===== src/rtl/multicycle_main_control.sv =====
// Main control FSM for the multicycle MIPS datapath.
// Steps each instruction through FETCH/DECODE/EXECUTE/MEM/WB based on the IR
// opcode and decodes the current state into datapath enables, mux selects and
// the ALUOp class consumed by ALU control. MemReady stalls the memory states.
// Outputs are a Moore decode of the state register. The only exceptions are
// IRWrite/PCWrite in FETCH, which follow MemReady, and the IEXEC ALUOp/ZeroExt,
// which also decode Op. Every output is held at 0 while rst_n is low.
module multicycle_main_control #(
    parameter int STATE_W = 4,
    parameter int ALUOP_W = 3
) (
    input  logic               clk,
    input  logic               rst_n,
    input  logic [5:0]         Op,
    input  logic               MemReady,
    output logic               PCWrite,
    output logic               PCWriteCond,
    output logic               IorD,
    output logic               MemRead,
    output logic               MemWrite,
    output logic               IRWrite,
    output logic               MemtoReg,
    output logic               RegDst,
    output logic               RegWrite,
    output logic               ALUSrcA,
    output logic [1:0]         ALUSrcB,
    output logic               ZeroExt,
    output logic [1:0]         PCSource,
    output logic [ALUOP_W-1:0] ALUOp,
    output logic [STATE_W-1:0] State
);

    typedef enum logic [STATE_W-1:0] {
        S_FETCH  = STATE_W'(0),
        S_DECODE = STATE_W'(1),
        S_MEMADR = STATE_W'(2),
        S_MEMRD  = STATE_W'(3),
        S_MEMWB  = STATE_W'(4),
        S_MEMWR  = STATE_W'(5),
        S_EXEC   = STATE_W'(6),
        S_RWB    = STATE_W'(7),
        S_BRANCH = STATE_W'(8),
        S_JUMP   = STATE_W'(9),
        S_IEXEC  = STATE_W'(10),
        S_IWB    = STATE_W'(11)
    } state_t;

    localparam logic [5:0] OP_R    = 6'b000000;
    localparam logic [5:0] OP_J    = 6'b000010;
    localparam logic [5:0] OP_BEQ  = 6'b000100;
    localparam logic [5:0] OP_ADDI = 6'b001000;
    localparam logic [5:0] OP_SLTI = 6'b001010;
    localparam logic [5:0] OP_ANDI = 6'b001100;
    localparam logic [5:0] OP_ORI  = 6'b001101;
    localparam logic [5:0] OP_XORI = 6'b001110;
    localparam logic [5:0] OP_LW   = 6'b100011;
    localparam logic [5:0] OP_SW   = 6'b101011;

    localparam logic [ALUOP_W-1:0] ALUOP_ADD   = ALUOP_W'(0);
    localparam logic [ALUOP_W-1:0] ALUOP_SUB   = ALUOP_W'(1);
    localparam logic [ALUOP_W-1:0] ALUOP_FUNCT = ALUOP_W'(2);
    localparam logic [ALUOP_W-1:0] ALUOP_ADDI  = ALUOP_W'(3);
    localparam logic [ALUOP_W-1:0] ALUOP_ANDI  = ALUOP_W'(4);
    localparam logic [ALUOP_W-1:0] ALUOP_ORI   = ALUOP_W'(5);
    localparam logic [ALUOP_W-1:0] ALUOP_XORI  = ALUOP_W'(6);
    localparam logic [ALUOP_W-1:0] ALUOP_SLTI  = ALUOP_W'(7);

    state_t state_reg;
    state_t state_next;

    // Next-state selection: memory states wait on MemReady, DECODE dispatches on Op
    always_comb begin
        state_next = state_reg;
        case (state_reg)
            S_FETCH:  if (MemReady) state_next = S_DECODE;
            S_DECODE: begin
                case (Op)
                    OP_LW, OP_SW:  state_next = S_MEMADR;
                    OP_R:          state_next = S_EXEC;
                    OP_BEQ:        state_next = S_BRANCH;
                    OP_J:          state_next = S_JUMP;
                    OP_ADDI, OP_ANDI, OP_ORI, OP_XORI, OP_SLTI:
                                   state_next = S_IEXEC;
                    default:       state_next = S_FETCH;  // unknown opcode: NOP
                endcase
            end
            S_MEMADR: state_next = (Op == OP_SW) ? S_MEMWR : S_MEMRD;
            S_MEMRD:  if (MemReady) state_next = S_MEMWB;
            S_MEMWB:  state_next = S_FETCH;
            S_MEMWR:  if (MemReady) state_next = S_FETCH;
            S_EXEC:   state_next = S_RWB;
            S_RWB:    state_next = S_FETCH;
            S_BRANCH: state_next = S_FETCH;
            S_JUMP:   state_next = S_FETCH;
            S_IEXEC:  state_next = S_IWB;
            S_IWB:    state_next = S_FETCH;
            default:  state_next = S_FETCH;  // recover from illegal encodings
        endcase
    end

    // State register; reset aborts any instruction in flight and returns to FETCH
    always_ff @(posedge clk or negedge rst_n) begin
        if (!rst_n) begin
            state_reg <= S_FETCH;
        end else begin
            state_reg <= state_next;
        end
    end

    // Output decode of the current state, forced to 0 while reset is held
    always_comb begin
        PCWrite     = 1'b0;
        PCWriteCond = 1'b0;
        IorD        = 1'b0;
        MemRead     = 1'b0;
        MemWrite    = 1'b0;
        IRWrite     = 1'b0;
        MemtoReg    = 1'b0;
        RegDst      = 1'b0;
        RegWrite    = 1'b0;
        ALUSrcA     = 1'b0;
        ALUSrcB     = 2'b00;
        ZeroExt     = 1'b0;
        PCSource    = 2'b00;
        ALUOp       = ALUOP_ADD;
        if (rst_n) begin
            case (state_reg)
                S_FETCH: begin
                    MemRead = 1'b1;
                    ALUSrcB = 2'b01;
                    IRWrite = MemReady;
                    PCWrite = MemReady;
                end
                S_DECODE: begin
                    ALUSrcB = 2'b11;  // branch target precompute: PC + (imm << 2)
                end
                S_MEMADR: begin
                    ALUSrcA = 1'b1;
                    ALUSrcB = 2'b10;
                end
                S_MEMRD: begin
                    MemRead = 1'b1;
                    IorD    = 1'b1;
                end
                S_MEMWB: begin
                    RegWrite = 1'b1;
                    MemtoReg = 1'b1;
                end
                S_MEMWR: begin
                    MemWrite = 1'b1;
                    IorD     = 1'b1;
                end
                S_EXEC: begin
                    ALUSrcA = 1'b1;
                    ALUOp   = ALUOP_FUNCT;
                end
                S_RWB: begin
                    RegWrite = 1'b1;
                    RegDst   = 1'b1;
                end
                S_BRANCH: begin
                    ALUSrcA     = 1'b1;
                    ALUOp       = ALUOP_SUB;
                    PCWriteCond = 1'b1;
                    PCSource    = 2'b01;
                end
                S_JUMP: begin
                    PCWrite  = 1'b1;
                    PCSource = 2'b10;
                end
                S_IEXEC: begin
                    ALUSrcA = 1'b1;
                    ALUSrcB = 2'b10;
                    case (Op)
                        OP_ADDI: ALUOp = ALUOP_ADDI;
                        OP_ANDI: begin ALUOp = ALUOP_ANDI; ZeroExt = 1'b1; end
                        OP_ORI:  begin ALUOp = ALUOP_ORI;  ZeroExt = 1'b1; end
                        OP_XORI: begin ALUOp = ALUOP_XORI; ZeroExt = 1'b1; end
                        OP_SLTI: ALUOp = ALUOP_SLTI;
                        default: ALUOp = ALUOP_ADD;
                    endcase
                end
                S_IWB: begin
                    RegWrite = 1'b1;
                end
                default: begin
                    // illegal encodings drive nothing
                end
            endcase
        end
    end

    assign State = state_reg;

endmodule


===== config.mk =====
export PLATFORM = sky130hd
export DESIGN_NAME = multicycle_main_control
export DESIGN_NICKNAME = d
export VERILOG_FILES = /design/src/rtl/multicycle_main_control.sv
export SDC_FILE = /design/constraint.sdc
export NUM_CORES = 1
export LEC_CHECK = 0
export ABC_AREA = 0
export ABC_CLOCK_PERIOD_IN_PS = 1600
export CAP_MARGIN = 20
export CORE_AREA = 8 8 61 63
export CTS_CLUSTER_DIAMETER = 50
export DETAILED_ROUTE_END_ITERATION = 8
export DIE_AREA = 0 0 69 71
export RECOVER_POWER = 50
export SYNTH_ARGS = -nofsm -noshare
export SYNTH_HDL_FRONTEND = slang
export SYNTH_SLANG_ARGS = --single-unit

===== constraint.sdc =====
create_clock -name clk -period 1.6 [get_ports clk]
set_input_delay 0.24 -clock clk [delete_from_list [all_inputs] [get_ports clk]]
set_output_delay 0.24 -clock clk [all_outputs]
set_load 0.01 [all_outputs]

==> reports/qor.yml, run 1 <==
placed_design:
  port_buffers: 30
  dp_hpwl_um: 2070
  dpl.cell_count: 181
  place_congestion: 0.859
  pre_cts_ws_ps: -651
  place_area_um2: 1180
timing:
  skew_ps: 3.33
  hold_violations: 0
  setup_slack_ps: -121
  fmax_mhz: 581
  tightest_slew_ps: 270
  rsz0062_at_grt: "true"
  setup_viol: 7
  drv_slew: 0
  period_minus_slack_ps: 1720
  period_share_pct: 108
  worst_slew_margin_rel_pct: 81.9
  hold_ws_ps: 240
floorplanning:
  die_w_um: 69
  fp.dieH_um: 71
  dieArea_um2: 4900
  row_count: 20
  start_util_pct: 23.3
  ios: 31
  coreArea_um2: 2850
clocking:
  clkTransAtPathRegs_ps: 30
  cts_tree: "built"
  cts.sinks: 4
  cts_htree_levels: 1
  clock_latency_ps: 240
  cts_max_path_buffers: 2
  postCtsHoldBufs: 0
  root_buffer: "clkbuf_4"
  cts_buffers: 3
global_routing:
  grt.total_usage_pct: 10.5
  overflow: 0
  grt_max_degree: 9
  antenna_found_initial: 0
  grt_pass1_vias: 1006
  grt_pass1_wl_um: 4460
outcome:
  violations: "setup timing"
  outcome: "finished, violations left"
finish:
  nets: 171
  fin_cells: 193
  syn2layout_area_growth_pct: 105
  drive_above_1_share_pct: 58.8
  layout_commonest_cell: "buf_4"
  fillers: 281
  multiInputGateArea_um2: 597
  largest_reg_flops: 4
  final_cell_mix: "buf_4, buf_2, nor2_1, nand2_1, buf_6"
  fin_area_um2: 1360
  register_area_um2: 103
  antenna_cells: 0
critical_path:
  critPathKind: "reg2out"
  cp-endpoint: "ZeroExt"
  crit_chain: "and2b_2, buf_6, nand3_2, a211oi_2, buf_2"
  critPathLaunch: "State[0]"
  r2r_end: "State[0]"
  r2r_slack_ps: -20
  arrival_ps: 1480
  r2r_cells: 7
  end_kind: "output pin"
  max_stage_delay_ps: 440
  cp_max_fo: 6
  cp_slowest_cell: "dfrtp_2"
  cp_data_required_time_ps: 1360
  crit-reg2reg-launch: "State[0]"
  start_kind: "flop"
yosys:
  avgSynthCellArea_um2: 7.07
  syn-instance-count: 94
  syn_nets: 103
  ys_ff_latch: 4
  yosys_warnings: 0
  synth_cell_types: 38
  synth_area_um2: 664
  yosysSeqAreaShare_pct: 15.1
route:
  ant_nets: 0
  drc: 0
  routed_wl_um: 2730
  drtIter0Drc: 20
  vias_per_cell: 4.78
  vias: 922
  wire_per_inst_um: 14.2
  firstDrtPassIters: 4
pwr:
  power_mw: 1.49
  powerDensity_nw_per_um2: 1100
  cellLeakagePower_nw: 0.686
  vdd_drop_max_uv: 510
flow_run:
  drv_cap: 0
min_path:
  min_path_type: "in2async"
## synth_stat cells
library cell	instances	share of area [%]
clkbuf_1	1	0.56
nand3_1	4	3.0
o32ai_2	1	2.4
xnor2_1	1	1.3
inv_2	2	1.1
and2_1	1	0.94
o21ai_0	2	1.5
inv_1	3	1.7
nor3_1	6	4.5
o21ai_1	3	2.3
a32oi_1	1	1.3
dfrtp_1	4	15
buf_2	1	0.75
o211ai_1	1	1.1
a211oi_1	1	1.1
nand4b_2	1	2.3
o32ai_1	2	2.6
nand2b_2	1	1.3
nor2_2	1	0.94
nor2_1	13	7.3
a41o_1	1	1.5
and2b_1	1	1.1
buf_6	2	3.4
a211oi_2	1	1.9
nor3b_1	2	2.3
or2_1	1	0.94
buf_4	5	5.7
mux2_2	1	1.7
nor4b_4	1	3.6
nor2b_1	1	0.94
a21oi_1	6	4.5
a31oi_4	1	3.2
a21o_1	1	1.1
a22o_1	1	1.3
nor2b_2	1	1.3
nand2_1	16	9.0
o22ai_1	1	0.94
nor4b_2	1	2.3
## routing by layer
layer | track usage [%] | vias to the layer above | wire, um | share of wire (%)
met3 | 1.68 | 4 | 98 | 3.6
met1 | 10.7 | 427 | 1090 | 40
met5 | 0 | - | 0 | 0
li1 | - | 463 | - | -
met2 | 20.7 | 28 | 1510 | 55
met4 | 4.10 | 0 | 31 | 1.1
## where the power goes
group | switching, mW | internal, mW
registers | 0.0501 | 0.137
clock network | 0.0440 | 0.0841
logic | 0.559 | 0.619
## critical path, delay by kind of cell (launching register included)
kind                   cells  cell delay [ps]
DFF                        1              440
AOI/OAI and AO/OA          1              160
buffers and inverters      2              280
and+or+nand+nor            2              370
## kinds of logic after synthesis
| family | after synthesis | share of synthesized area [%] |
|---|---|---|
| and+or+nand+nor | 51 | 41.8 |
| buffers and inverters | 14 | 13.2 |
| AOI/OAI and AO/OA | 23 | 26.9 |
| DFF | 4 | 15.1 |
| xor gates and xnor gates | 1 | 1.32 |
| muxes | 1 | 1.69 |
## through the flow
stage / util (%) / TNS [ps]
3_3_place_gp: 41.5 / -7380
5_1_grt: 47.7 / -913
2_1_floorplan: - / 0
3_5_place_dp: 41.5 / -7740
6_report: 47.7 / -347
4_1_cts: 44.6 / -617
## final cells by class
cell class | instances | area share (%)
sequential | 4 | 7.54
tap | 33 | 3.04
inverter | 5 | 1.75
timing repair buffer | 72 | 42.1
clock buffer | 3 | 1.66
multi-input combinational | 76 | 43.9
## timing repair
item | 4_1_cts | 5_1_grt
resized for setup | 103 | 24
endpoints found under the setup margin | 20 | 21
setup buffers | 6 | 3
pin swaps | 11 | 13
## worst min path at each step
stage                     depth (start not counted)       end  slack [ps]
after floorplan                                   0  State[0]         -60
after global placement                            2  State[0]         580
after detailed placement                          2  State[0]         580
after CTS                                         3  State[0]         230
after global routing                              3  State[0]         280
final                                             3  State[0]         240
(Power assumes the default switching activity.)
==> run 2, diff against run 1 <==
- SETUP_SLACK_MARGIN: unset -> 0.5
- SKIP_CTS_REPAIR_TIMING: unset -> 1
==> run 2 against run 1 <==
The run still ends with setup timing left. Via count rose by 0.98%. Critical path depth did not move. Largest power group unchanged. Maximum frequency decreased by 5.3%. Clock skew hardly changed. Largest cell class unchanged. Worst hold slack got worse by 8.3 ps. Setup slack worse by 97 ps. Critical endpoint unchanged. Power is 11% higher. Clock-buffer cell count increased by 1.
==> reports/qor.yml, run 2 (synthesis results as in run 1) <==
outcome:
  outcome: "finished, violations left"
  violations: "setup timing"
clocking:
  cts.sinks: 4
  root_buffer: "clkbuf_4"
  cts_htree_levels: 1
  cts_buffers: 3
  cts_max_path_buffers: 2
  cts_tree: "built"
  clock_latency_ps: 260
  clkTransAtPathRegs_ps: 50
critical_path:
  end_kind: "output pin"
  arrival_ps: 1580
  cp_data_required_time_ps: 1360
  r2r_cells: 6
  crit-reg2reg-launch: "State[2]"
  start_kind: "flop"
  r2r_end: "State[1]"
  critPathKind: "reg2out"
  max_stage_delay_ps: 380
  critical-path-top-delay-family: "simple AND/OR/NAND/NOR gates"
  path_buf_inv: 1
  r2r_slack_ps: 50
  crit_chain: "nand2b_4, nor4b_4, nand3_2, a211oi_2, buf_2"
  cp_max_fo: 2
  cp_slowest_cell: "dfrtp_1"
timing:
  period_minus_slack_ps: 1820
  setup_slack_ps: -219
  period_share_pct: 114
  drv_slew: 0
  worst_slew_margin_rel_pct: 79.6
  setup_viol: 10
  rsz0062_at_grt: "true"
  hold_violations: 0
  tightest_slew_ps: 303
  fmax_mhz: 550
  skew_ps: 2.84
global_routing:
  grt_max_degree: 16
  grt.total_usage_pct: 9.46
  overflow: 0
  antenna_found_initial: 0
  grt_pass1_wl_um: 3970
  grt_pass1_vias: 891
route:
  firstDrtPassIters: 4
  routed_wl_um: 2800
  vias_per_cell: 4.82
  wire_per_inst_um: 14.5
  drtIter0Drc: 29
  vias: 931
  ant_nets: 0
  drc: 0
finish:
  final_cell_mix: "buf_4, buf_2, buf_6"
  layout_commonest_cell: "buf_4"
  fin_cells: 193
  fillers: 281
  final_core_util_pct: 50.9
  antenna_cells: 0
  drive_above_1_share_pct: 66.3
  nets: 170
  syn2layout_area_growth_pct: 119
  largest_reg_flops: 4
pwr:
  vdd_drop_max_uv: 730
  cellLeakagePower_nw: 0.736
  powerDensity_nw_per_um2: 1140
floorplanning:
  coreArea_um2: 2850
  dieArea_um2: 4900
  die_w_um: 69
  row_count: 20
  fp.dieH_um: 71
  start_util_pct: 23.3
  ios: 31
min_path:
  min_path_type: "in2async"
placed_design:
  dpl.cell_count: 178
  port_buffers: 30
  place_congestion: 0.804
  dp_hpwl_um: 1990
flow_run:
  drv_cap: 0
run 2: cell type report:
type	count	area [um2]	share of cell area (%)
multi-input combinational	76	642	44.2
timing repair buffer	71	621	42.7
sequential	4	101	6.98
tap	33	41.3	2.84
clock buffer	4	26.3	1.81
inverter	5	21.3	1.46
run 2: through the flow:
stage	hold slack, ps	setup TNS [ps]	worst slack [ps]	area [um2]	total power [mW]
floorplan	-55.6	0	108	744	0.776
global placement	787	-7560	-576	1240	1.22
detailed placement	782	-7650	-648	1240	1.22
CTS	502	-8410	-662	1270	1.38
global route	262	-1640	-292	1450	1.77
finish	232	-899	-219	1450	1.66
run 2: worst max path at each step:
stage	cells after the start	to	startpoint	slack, ps
floorplan	5	ZeroExt	State[3]	110
global placement	6	ALUOp[0]	Op[2]	-580
finish	5	ZeroExt	State[2]	-220
CTS	5	ZeroExt	Op[4]	-660
global route	5	ZeroExt	State[2]	-290
detailed placement	5	ZeroExt	Op[4]	-650
run 2: routing by layer:
| layer | part of all wire (%) | vias to the layer above | GRT usage (%) |
|---|---|---|---|
| li1 | - | 463 | - |
| met1 | 41 | 437 | 10.2 |
| met2 | 54 | 25 | 17.4 |
| met3 | 2.0 | 6 | 0.979 |
| met4 | 2.7 | 0 | 5.47 |
| met5 | 0 | - | 0 |
run 2: where the power goes:
group	total [mW]	internal, mW	switching [mW]
Sequential	0.152	0.134	0.0189
Clock	0.165	0.0954	0.0694
Combinational	1.34	0.704	0.639
Total	1.66	0.933	0.728
run 2: worst min-delay path, cell delays in order:
cell and delay, ps:
dlymetal6s2s_1 210, buf_4 220, buf_4 150
==> run 3, diff against run 2 <==
- REMOVE_ABC_BUFFERS: unset -> 1
==> run 3 against run 2 <==
The run still ends with setup timing left. Critical path depth unchanged. Non-clock buffer count decreased by 3. Global-route usage increased by 0.26 points. Combinational power decreased by 11%.
==> reports/qor.yml, run 3 (synthesis results as in run 1) <==
outcome:
  outcome: "finished, violations left"
  violations: "setup timing"
pwr:
  p_sw_share_pct: 44.1
  clkPwrFrac_pct: 8.4
  intPower_uw: 831
  power.switching_uw: 655
  comb_power_share_pct: 79.8
  vdd_drop_max_uv: 639
  power_mw: 1.49
  cellLeakagePower_nw: 0.678
  powerDensity_nw_per_um2: 1090
  power_frac_seq_pct: 11.8
finish:
  drive_above_1_share_pct: 63.5
  layout_commonest_cell: "buf_4"
  antenna_cells: 0
  fin_area_um2: 1360
  syn2layout_area_growth_pct: 104
  nets: 167
  final_cell_mix: "buf_4, buf_2, nand2_1"
  largest_reg_flops: 4
  fillers: 277
critical_path:
  start_kind: "flop"
  arrival_ps: 1490
  max_stage_delay_ps: 370
  cp_max_fo: 2
  end_kind: "output pin"
  crit_chain: "nand2b_4, nor4b_4, nand3_2, a211oi_2, buf_2"
  r2r_slack_ps: 50
  crit-reg2reg-launch: "State[2]"
  critPathKind: "reg2out"
  cp_slowest_cell: "dfrtp_1"
  r2r_cells: 6
  r2r_end: "State[1]"
  cp_data_required_time_ps: 1360
clocking:
  clkTransAtPathRegs_ps: 40
  cts_tree: "built"
  cts_max_path_buffers: 2
  root_buffer: "clkbuf_4"
  clock_latency_ps: 240
  cts_buffers: 3
  cts.sinks: 4
  cts_htree_levels: 1
timing:
  drv_slew: 0
  setup_slack_ps: -134
  period_share_pct: 108
  setup_viol: 7
  period_minus_slack_ps: 1730
  worst_slew_margin_rel_pct: 82.2
  hold_ws_ps: 166
  skew_ps: 4.20
  rsz0062_at_grt: "true"
  tightest_slew_ps: 265
  hold_violations: 0
  fmax_mhz: 577
  finalSetupTns_ps: -518
route:
  firstDrtPassIters: 4
  ant_nets: 0
  vias_per_cell: 4.95
  drc: 0
  wire_per_inst_um: 14.8
  routed_wl_um: 2800
  vias: 935
  drtIter0Drc: 29
floorplanning:
  die_w_um: 69
  coreArea_um2: 2850
  row_count: 20
  dieArea_um2: 4900
  ios: 31
  fp.dieH_um: 71
  start_util_pct: 23.3
flow_run:
  drv_cap: 0
placed_design:
  place_area_um2: 1150
  dp_hpwl_um: 2070
  port_buffers: 30
  place_congestion: 0.804
global_routing:
  grt_max_degree: 13
  grt_pass1_vias: 919
  grt.total_usage_pct: 9.71
  antenna_found_initial: 0
  grt_pass1_wl_um: 4130
  overflow: 0
min_path:
  min_path_type: "in2async"
==> run 3: cell types whose count changed in the layout (fill, tap and decap cells not counted), moves of 2 or more <==
cell            change
nand2_1             +4
nand2_2             -3
nor2_1              +2
dlymetal6s2s_1      -2
nor3_2              +2
buf_6               -3
==> run 3: cell type report <==
class	instances	area, um2	area share, %
clock buffer	3	22.5	1.66
inverter	5	18.8	1.38
multi-input combinational	76	622	45.8
sequential	4	101	7.47
tap	33	41.3	3.04
timing repair buffer	68	552	40.6
==> run 3: worst max path at each step <==
stage	startpoint	to	slack, ps	cells past startpoint
4_1_cts	State[2]	ZeroExt	-590	5
6_report	State[2]	ZeroExt	-130	5
2_1_floorplan	State[1]	PCWrite	-150	4
3_3_place_gp	Op[2]	ALUOp[0]	-520	6
5_1_grt	State[2]	ZeroExt	-230	5
3_5_place_dp	Op[4]	ZeroExt	-570	5
==> run 3: power groups by stage <==
| stage | clock network (mW) | logic [mW] | registers [mW] |
|---|---|---|---|
| 2_1_floorplan | 0 | 0.355 | 0.231 |
| 3_3_place_gp | 0 | 0.954 | 0.162 |
| 3_5_place_dp | 0 | 0.961 | 0.162 |
| 4_1_cts | 0.125 | 0.965 | 0.161 |
| 5_1_grt | 0.129 | 1.28 | 0.181 |
| 6_report | 0.125 | 1.19 | 0.176 |
==> run 3: through the flow <==
stage,instances,utilization [%],setup WS [ps]
global route,189,47.6,-230
global placement,177,40.5,-520
floorplan,85,-,-146
CTS,180,41.3,-593
detailed placement,177,40.5,-568
finish,189,47.6,-134
==> run 3: worst max-delay path, delay by kind of cell, from the launching register on <==
kind            cells  cell delay, ps
compound gates      1             150
buf+inv             1             160
flops               1             370
simple gates        3             580
==> run 3: per-layer routing <==
metal,share of wire (%),track usage (%),wire length [um]
met2,54,18.1,1510
met3,4.3,3.78,121
met1,41,9.86,1160
met5,0,0,0
met4,0.61,2.28,17
